## src/rtl/register_file_sb.sv

```systemverilog
`default_nettype none
// ============================================================================
//  Module   : register_file_sb
//  Purpose  : Multi-read-port register file with a per-register pending-write
//             scoreboard. Reads are combinational, with optional same-cycle
//             write-to-read forwarding. Entry 0 can optionally be hardwired
//             to zero. Decode uses the pending bits to detect RAW hazards on
//             registers whose writeback is still outstanding.
//
//  Ports    : clk          rising-edge clock
//             rst_n        asynchronous active-low reset
//             wr_enable    writeback strobe
//             wr_addr      writeback register index
//             wr_data      writeback data
//             iss_enable   issue strobe, marks iss_addr as pending
//             iss_addr     destination register of the issued instruction
//             rd_addr      packed read addresses, port k at [k*ADDR_WIDTH +: ADDR_WIDTH]
//             rd_data      packed read data, port k at [k*DATA_WIDTH +: DATA_WIDTH]
//             rd_pending   per-port outstanding-writeback flag
//             any_pending  OR of all pending bits (registered state only)
//
//  Revision : 1.0  initial release
// ============================================================================
module register_file_sb #(
  parameter  int DATA_WIDTH = 32,
  parameter  int DEPTH      = 32,
  parameter  int NUM_RD     = 2,
  parameter  int BYPASS     = 1,
  parameter  int ZERO_REG0  = 1,
  localparam int ADDR_WIDTH = $clog2(DEPTH)
) (
  input  logic                         clk,
  input  logic                         rst_n,
  input  logic                         wr_enable,
  input  logic [ADDR_WIDTH-1:0]        wr_addr,
  input  logic [DATA_WIDTH-1:0]        wr_data,
  input  logic                         iss_enable,
  input  logic [ADDR_WIDTH-1:0]        iss_addr,
  input  logic [NUM_RD*ADDR_WIDTH-1:0] rd_addr,
  output logic [NUM_RD*DATA_WIDTH-1:0] rd_data,
  output logic [NUM_RD-1:0]            rd_pending,
  output logic                         any_pending
);

  // Every encodable address gets one bit saying whether it names a real,
  // writable register. Out-of-range addresses (non-power-of-2 DEPTH) and the
  // hardwired zero entry are both cleared here, so a single lookup answers
  // "does this address take part in writes, issues, reads and bypass".
  localparam int c_slots = 1 << ADDR_WIDTH;

  function automatic logic [c_slots-1:0] f_valid_mask();
    logic [c_slots-1:0] m;
    for (int i = 0; i < c_slots; i++) begin
      m[i] = (i < DEPTH) && !((ZERO_REG0 != 0) && (i == 0));
    end
    return m;
  endfunction

  localparam logic [c_slots-1:0] c_valid_mask = f_valid_mask();

  // --------------------------------------------------------------------------
  // State: register contents and pending bits
  // --------------------------------------------------------------------------
  logic [DATA_WIDTH-1:0] r_regs [0:DEPTH-1];
  logic [DEPTH-1:0]      r_pending;
  logic [DEPTH-1:0]      w_pending_nxt;

  logic w_wr_ok;
  logic w_iss_ok;

  assign w_wr_ok  = wr_enable  && c_valid_mask[wr_addr];
  assign w_iss_ok = iss_enable && c_valid_mask[iss_addr];

  // Issue takes priority over writeback on the same entry: the newly issued
  // producer is still outstanding even though the older result lands now.
  always_comb begin
    w_pending_nxt = r_pending;
    for (int i = 0; i < DEPTH; i++) begin
      if (w_iss_ok && (iss_addr == ADDR_WIDTH'(i))) begin
        w_pending_nxt[i] = 1'b1;
      end else if (w_wr_ok && (wr_addr == ADDR_WIDTH'(i))) begin
        w_pending_nxt[i] = 1'b0;
      end
    end
  end

  always_ff @(posedge clk or negedge rst_n) begin
    if (!rst_n) begin
      for (int i = 0; i < DEPTH; i++) begin
        r_regs[i] <= '0;
      end
      r_pending <= '0;
    end else begin
      // Per-entry compare keeps the write index inside the array even for
      // addresses beyond DEPTH.
      for (int i = 0; i < DEPTH; i++) begin
        if (w_wr_ok && (wr_addr == ADDR_WIDTH'(i))) begin
          r_regs[i] <= wr_data;
        end
      end
      r_pending <= w_pending_nxt;
    end
  end

  assign any_pending = |r_pending;

  // --------------------------------------------------------------------------
  // Read ports
  // --------------------------------------------------------------------------
  generate
    for (genvar k = 0; k < NUM_RD; k++) begin : g_rd
      logic [ADDR_WIDTH-1:0] w_addr;
      logic                  w_ok;
      logic                  w_hit;
      logic [DATA_WIDTH-1:0] w_data;
      logic                  w_pend;

      assign w_addr = rd_addr[k*ADDR_WIDTH +: ADDR_WIDTH];
      assign w_ok   = c_valid_mask[w_addr];
      // A forwarded value is the newest one, so its pending flag is masked.
      assign w_hit  = (BYPASS != 0) && w_wr_ok && (wr_addr == w_addr);

      always_comb begin
        w_data = '0;
        w_pend = 1'b0;
        // The reset gate stops a write strobe held during reset from being
        // forwarded onto the read data.
        if (rst_n && w_ok) begin
          if (w_hit) begin
            w_data = wr_data;
          end else begin
            w_data = r_regs[w_addr];
            w_pend = r_pending[w_addr];
          end
        end
      end

      assign rd_data[k*DATA_WIDTH +: DATA_WIDTH] = w_data;
      assign rd_pending[k]                       = w_pend;
    end
  endgenerate

endmodule
`default_nettype wire
```

## config.mk

```make
export PLATFORM = sky130hd
export DESIGN_NAME = register_file_sb
export DESIGN_NICKNAME = d
export VERILOG_FILES = /design/src/rtl/register_file_sb.sv
export SDC_FILE = /design/constraint.sdc
export NUM_CORES = 2
export LEC_CHECK = 0
export BUFFER_PORTS_ARGS = -buffer_cell sky130_fd_sc_hd__buf_4
export CAP_MARGIN = 0
export CORE_AREA = 5 5 225 445
export CTS_BUF_LIST = sky130_fd_sc_hd__clkbuf_4
export CTS_CLUSTER_SIZE = 28
export DETAILED_ROUTE_END_ITERATION = 12
export DIE_AREA = 0 0 230 450
export GPL_TIMING_DRIVEN = 0
export MAX_ROUTING_LAYER = met4
export PLACE_DENSITY = 0.82
export SLEW_MARGIN = 25
export SYNTH_ARGS = -nofsm -noshare
export SYNTH_HDL_FRONTEND = slang
export SYNTH_SLANG_ARGS = --single-unit
```

## constraint.sdc

```tcl
create_clock -name clk -period 9.2 [get_ports clk]
set_input_delay 1.84 -clock clk [delete_from_list [all_inputs] [get_ports clk]]
set_output_delay 1.84 -clock clk [all_outputs]
set_load 0.05 [all_outputs]
```

After elaboration in Yosys (flattened, before gate mapping):

Memories as Yosys holds them, arrays and structs flattened.
Cells that the tools add are included.

* bitwise gates (word level): 2
* equality and inequality tests: 64
* reduce and logical (&&, ||, !) cells: 105
* magnitude comparators: 6
* multiplexer cells: 86

Operators by type and width (number)
* binary-select mux 32 bit (select 5 bit): 2
* two-way mux 32 bit: 8
* == test 5 bit (second input constant): 32
* == test 5 x 4 -> 1 bit (second input constant): 16
* two-way mux 1 bit: 74
* logical AND 1 bit: 70
* nonzero test 2 bit: 32
* == test 5 x 3 -> 1 bit (second input constant): 8
* OR reduction 32 bit: 1
* < comparator 5 x 6 -> 1 bit (second input constant): 4
* == test 5 x 2 -> 1 bit (second input constant): 4
* >= comparator 6 bit (second input constant): 2
* NOT 5 -> 6 bit: 2
* binary-select mux 1 bit (select 5 bit): 2
* == test 5 x 1 -> 1 bit (second input constant): 2
* == test 5 bit: 2
* logical NOT 5 bit: 2

* ROM bits: 128
* bits in registers: 1056
* bits of input ports: 56
* output and inout port bits: 67
* memories: 4

Memory list
* (no name shown): depth 32, bits a word 1, rd ports 1, clocked after memory_dff 0, wr ports 0, line 119 `assign w_ok = c_valid_mask[w_addr];`
* (no name shown): depth 32, bits a word 1, rd ports 1, clocked after memory_dff 0, wr ports 0, line 119
* (no name shown): depth 32, bits a word 1, rd ports 1, clocked after memory_dff 0, wr ports 0, line 72 `assign w_iss_ok = iss_enable && c_valid_mask[iss_addr];`
* (no name shown): depth 32, bits a word 1, rd ports 1, clocked after memory_dff 0, wr ports 0, line 71 `assign w_wr_ok = wr_enable && c_valid_mask[wr_addr];`

Longest topological paths before layout:

* word-level depth: 6
* depth in mapped cells: 9
* depth with buffers taken out: 5

Worst setup path after synthesis:

OpenSTA, ideal clock, no wires.

* path kind: input to output
* from: input port rd_addr[0]
* to: output port rd_data[30]
* stages: 9
* data required time: 7.360 ns
* buffers on the path: 5
* setup slack: 2.741 ns
* arrival: 4.619 ns
* cells stage by stage: buf_2 buf_2 buf_4 buf_4 buf_2 o22ai_1 a211oi_1 nor4_1 nor4_1

* longest elaborated chain between the ends: 6
* elaborated cells on any way between the ends: 11
* those cells by class: eq/ne: 1; mux: 6; bitwise: 1; reduce/logical: 2; memory: 1

Ends and longest elaborated chain
* start, declared: line 39 `input logic [NUM_RD*ADDR_WIDTH-1:0] rd_addr,`
* NOT 5 -> 6 bit (not written as such): line 132 `w_data = r_regs[w_addr];`
* binary-select mux 32 bit (select 5 bit): line 132
* two-way mux 32 bit (not written as such) (2 in a row): line 132
* two-way mux 32 bit: line 129 `if (w_hit) begin`
* two-way mux 32 bit *: line 128 `if (rst_n && w_ok) begin`
* end, declared: line 40 `output logic [NUM_RD*DATA_WIDTH-1:0] rd_data,`

Every way passes the cells marked *; elsewhere a longest branch is shown, timed or not. The select of a mux whose other input is x is not followed.

Final worst setup path:

* from: input port rst_n
* to: output port rd_data[36]

* longest elaborated chain between the ends: 2

Ends and longest elaborated chain
* start, declared: line 33 `input logic rst_n,`
* logical AND 1 bit: line 128
* two-way mux 32 bit: line 128

Every way passes these cells.

==> impl_metrics.csv <==
group,metric,value,unit
run_status,status,"complete, no violations",
sta,worst_pin_slew,1.23,ns
grt,grt_overflow,0,
placement,hpwl,156000,µm
layout,drive_gt1_frac,0.529,
sta,relSlewSlack,0.181,
placement,port_buffers,110,
worst_hold_path,worstHoldStart,"r_regs[1011]$_DFFE_PN0P_",
pwr,power.share.clock,0.288,
drt,routed_wl,230000,µm
setup_path,r2r_slack,8.36,ns
setup_path,worstPathRequired,7.36,ns
floorplanning,start_util,0.595,
drt,vias_per_cell,7.58,
logic_synthesis,synthCells,3769,
sta,fin_crit_sh,0.812,
sta,drv_slew,0,
flow_run,drv_cap,0,
logic_synthesis,synthDominantCellAreaShare,0.461,
worst_hold_path,hp-class,"reg2reg",
logic_synthesis,syn-num-nets,3825,
placement,place_ws,1.88,ns
logic_synthesis,synthArstFlopShare,1.00,
sta,finalHoldViolations,0,
floorplanning,core_area,96300,µm²
layout,fillers,6997,
sta,period_needed,7.47,ns
pwr,peakVddDrop,0.133,mV
sta,worst_clock_skew,0,ns
layout,final_area,63200,µm²
grt,grt_usage,0.456,
layout,area.sequential,26400,µm²
setup_path,worst-setup-path-type,"in2out",
setup_path,cp-start-kind,"input pin",
logic_synthesis,synth_area_per_cell,15.2,µm²
cts,htree_levels,4,
cts,clk-insertion-delay-late,1.26,ns
drt,drc,0,
cts,cts_buffer_depth,3,
cts,clk_pin_slew_worst_paths,0.08,ns
setup_path,cp_data_arrival_time,5.63,ns
pwr,pwr_density_cell,211,nW/µm²
placement,postPlaceCellArea,60100,µm²
sta,setup_slack,1.73,ns
drt,routed-wl-met3,28200,µm
setup_path,r2r-end,"r_regs[910]$_DFFE_PN0P_",
cts,cts_tree,"done",
pwr,swShare,0.315,
grt,grt_pass1_wl,320000,µm
worst_hold_path,worstHoldPathCells,1,
pwr,p_seq_frac,0.468,
setup_path,crit_path_end_kind,"primary output",
drt,wl_per_cell,41.4,µm
layout,area_delta_synth_final,10.2,%
floorplanning,fp-row-count,161,
setup_path,rr_worst_depth,1,
drt,vias,42100,
grt,first_global_vias,44100,
sta,clock.fmax,0.134,GHz
sta,setup_viol,0,
logic_synthesis,synth_seq_cells,1056,
drt,dr_wl_met2,103000,µm
cts,cts_resized,0,
placement,gp_congestion,1.09,
logic_synthesis,synth_edf_count,0,
setup_path,cp_max_fo,122,
logic_synthesis,ys.flop_type,"dfrtp_1",
sta,grt_setup_unrepaired,"no",
logic_synthesis,syn-cell-area,57300,µm²
cts,postCtsHoldBufs,0,
drt,ant_nets,0,
drt,drt_iter0_drc,5865,
floorplanning,pin_count,123,
pwr,leakage,28.0,nW
logic_synthesis,ys_seq_area_frac,0.461,
logic_synthesis,yosys_warnings,0,
logic_synthesis,synth_top_cell_by_area,"dfrtp_1",
drt,top_layer,"met4",
cts,cts_post_setup_buffers_inserted,0,
sta,tns,0,ns
floorplanning,die_h,450,µm
grt,antenna_found_initial,7,
grt,grt_max_degree,136,
drt,first_pass_iters,9,
cts,cts.sinks,1056,
layout,final_util,0.656,
worst_hold_path,min_to,"r_regs[1011]$_DFFE_PN0P_",
layout,fin_nets,4187,
logic_synthesis,synth_area_leaders,"dfrtp_1 46%, mux4_2 21%, mux2_2 19%, mux2i_1 4.0%, mux2_1 1.5%",
logic_synthesis,post_synth_num_cell_types,44,
pwr,intPower,9.14,mW
pwr,power_frac_comb,0.245,
cts,cts_made_buffers,236,
floorplanning,die_x,230,µm
drt,wl_met1,68800,µm
layout,multi_input_area,28800,µm²
pwr,p_sw,4.20,mW
floorplanning,die_area,104000,µm²
cts,clockRootBuffer,"clkbuf_4",
setup_path,reg2reg_from,"r_regs[910]$_DFFE_PN0P_",
[sequential cells by signal (all words and copies together) (netlist names)]
signal     cells
r_pending     32
r_regs      1024
[routing by layer]
metal,global-route usage,vias to the layer above
met4,0.434,0
li1,-,15400
met1,0.483,21600
met5,-,-
met2,0.662,3624
met3,0.154,1458
[logic make-up (layout without fill, tap and decap cells)]
| logic type | count (synthesis) | after routing | share of synthesized area |
|---|---|---|---|
| flops | 1056 | 1056 | 0.461 |
| mux | 1818 | 1818 | 0.457 |
| other cells | 0 | 17 | 0 |
| simple gates | 271 | 271 | 0.0240 |
| buf+inv | 449 | 997 | 0.0361 |
| compound gates | 165 | 165 | 0.0204 |
| xor+xnor | 10 | 10 | 0.00153 |
[final cells by class]
type                    instances  area share
repair buffers                124      0.0183
clock inverters                75     0.00652
flip-flops and latches       1056       0.418
diodes                         17    0.000674
clock buffers                 349      0.0415
plain buffers                 436      0.0331
well taps                    1222      0.0242
multi-input cells            2264       0.457
inverters                      13    0.000773
[worst max path at each step]
stage | from | end | slack, ns | cells after the start
after global routing | rst_n | rd_data[36] | 1.67 | 7
final | rst_n | rd_data[36] | 1.73 | 7
after detailed placement | rst_n | rd_data[4] | 1.88 | 7
after floorplan | rd_addr[0] | rd_data[30] | 2.74 | 9
after global placement | rst_n | rd_data[36] | -8.65 | 5
after CTS | rst_n | rd_data[4] | 1.87 | 7
[cell usage in the layout (no fill, tap or decap), types with 75 or more instances in the layout]
| master | count |
|---|---|
| dfrtp_1 | 1056 |
| mux2_2 | 981 |
| mux4_2 | 531 |
| clkbuf_4 | 349 |
| mux2i_1 | 231 |
| buf_2 | 179 |
| clkbuf_1 | 166 |
| buf_4 | 148 |
| nor2_1 | 81 |
| o22ai_1 | 77 |
| mux2_1 | 75 |
[Yosys cell counts (2+ instances only)]
cell type,number
mux4_2,531
o21ai_0,12
nor2b_1,28
o32ai_1,22
a211oi_1,35
nor3b_2,2
nand3_1,9
xnor2_1,8
o22ai_1,77
a2111oi_0,2
or4_1,2
nand3b_1,5
buf_4,38
mux2_1,75
nor4_1,13
or2_2,5
mux2i_1,231
a22o_1,12
clkbuf_1,198
nand4_1,7
buf_6,6
dfrtp_1,1056
buf_2,155
nand2b_1,12
nand2_1,21
nor3_1,68
nor3b_1,6
inv_1,13
buf_1,39
mux2_2,981
nor2_1,86
xor2_1,2
[worst max-delay path: stages]
cell	delay [ns]
buf_16	0.45
buf_16	0.44
buf_16	0.46
o41ai_2	0.37
clkbuf_1	0.55
a211oi_1	0.88
buf_4	0.34
[stage by stage]
stage | hold slack, ns | cells | power (mW)
detailed placement | 0.467 | 5114 | 9.47
floorplan | 0.441 | 3769 | 8.36
CTS | 0.483 | 5538 | 13.2
finish | 0.485 | 5556 | 13.3
global route | 0.504 | 5547 | 13.7
global placement | 0.452 | 5101 | 9.29
[power by group through the flow]
| stage | registers (mW) | logic, mW | clock network, mW |
|---|---|---|---|
| after floorplan | 6.01 | 2.35 | 0 |
| after CTS | 6.18 | 3.20 | 3.81 |
| final | 6.24 | 3.26 | 3.84 |
| after global placement | 6.20 | 3.09 | 0 |
| after global routing | 6.31 | 3.40 | 4.04 |
| after detailed placement | 6.28 | 3.19 | 0 |
No activity file was read; power rests on OpenSTA's default activity.
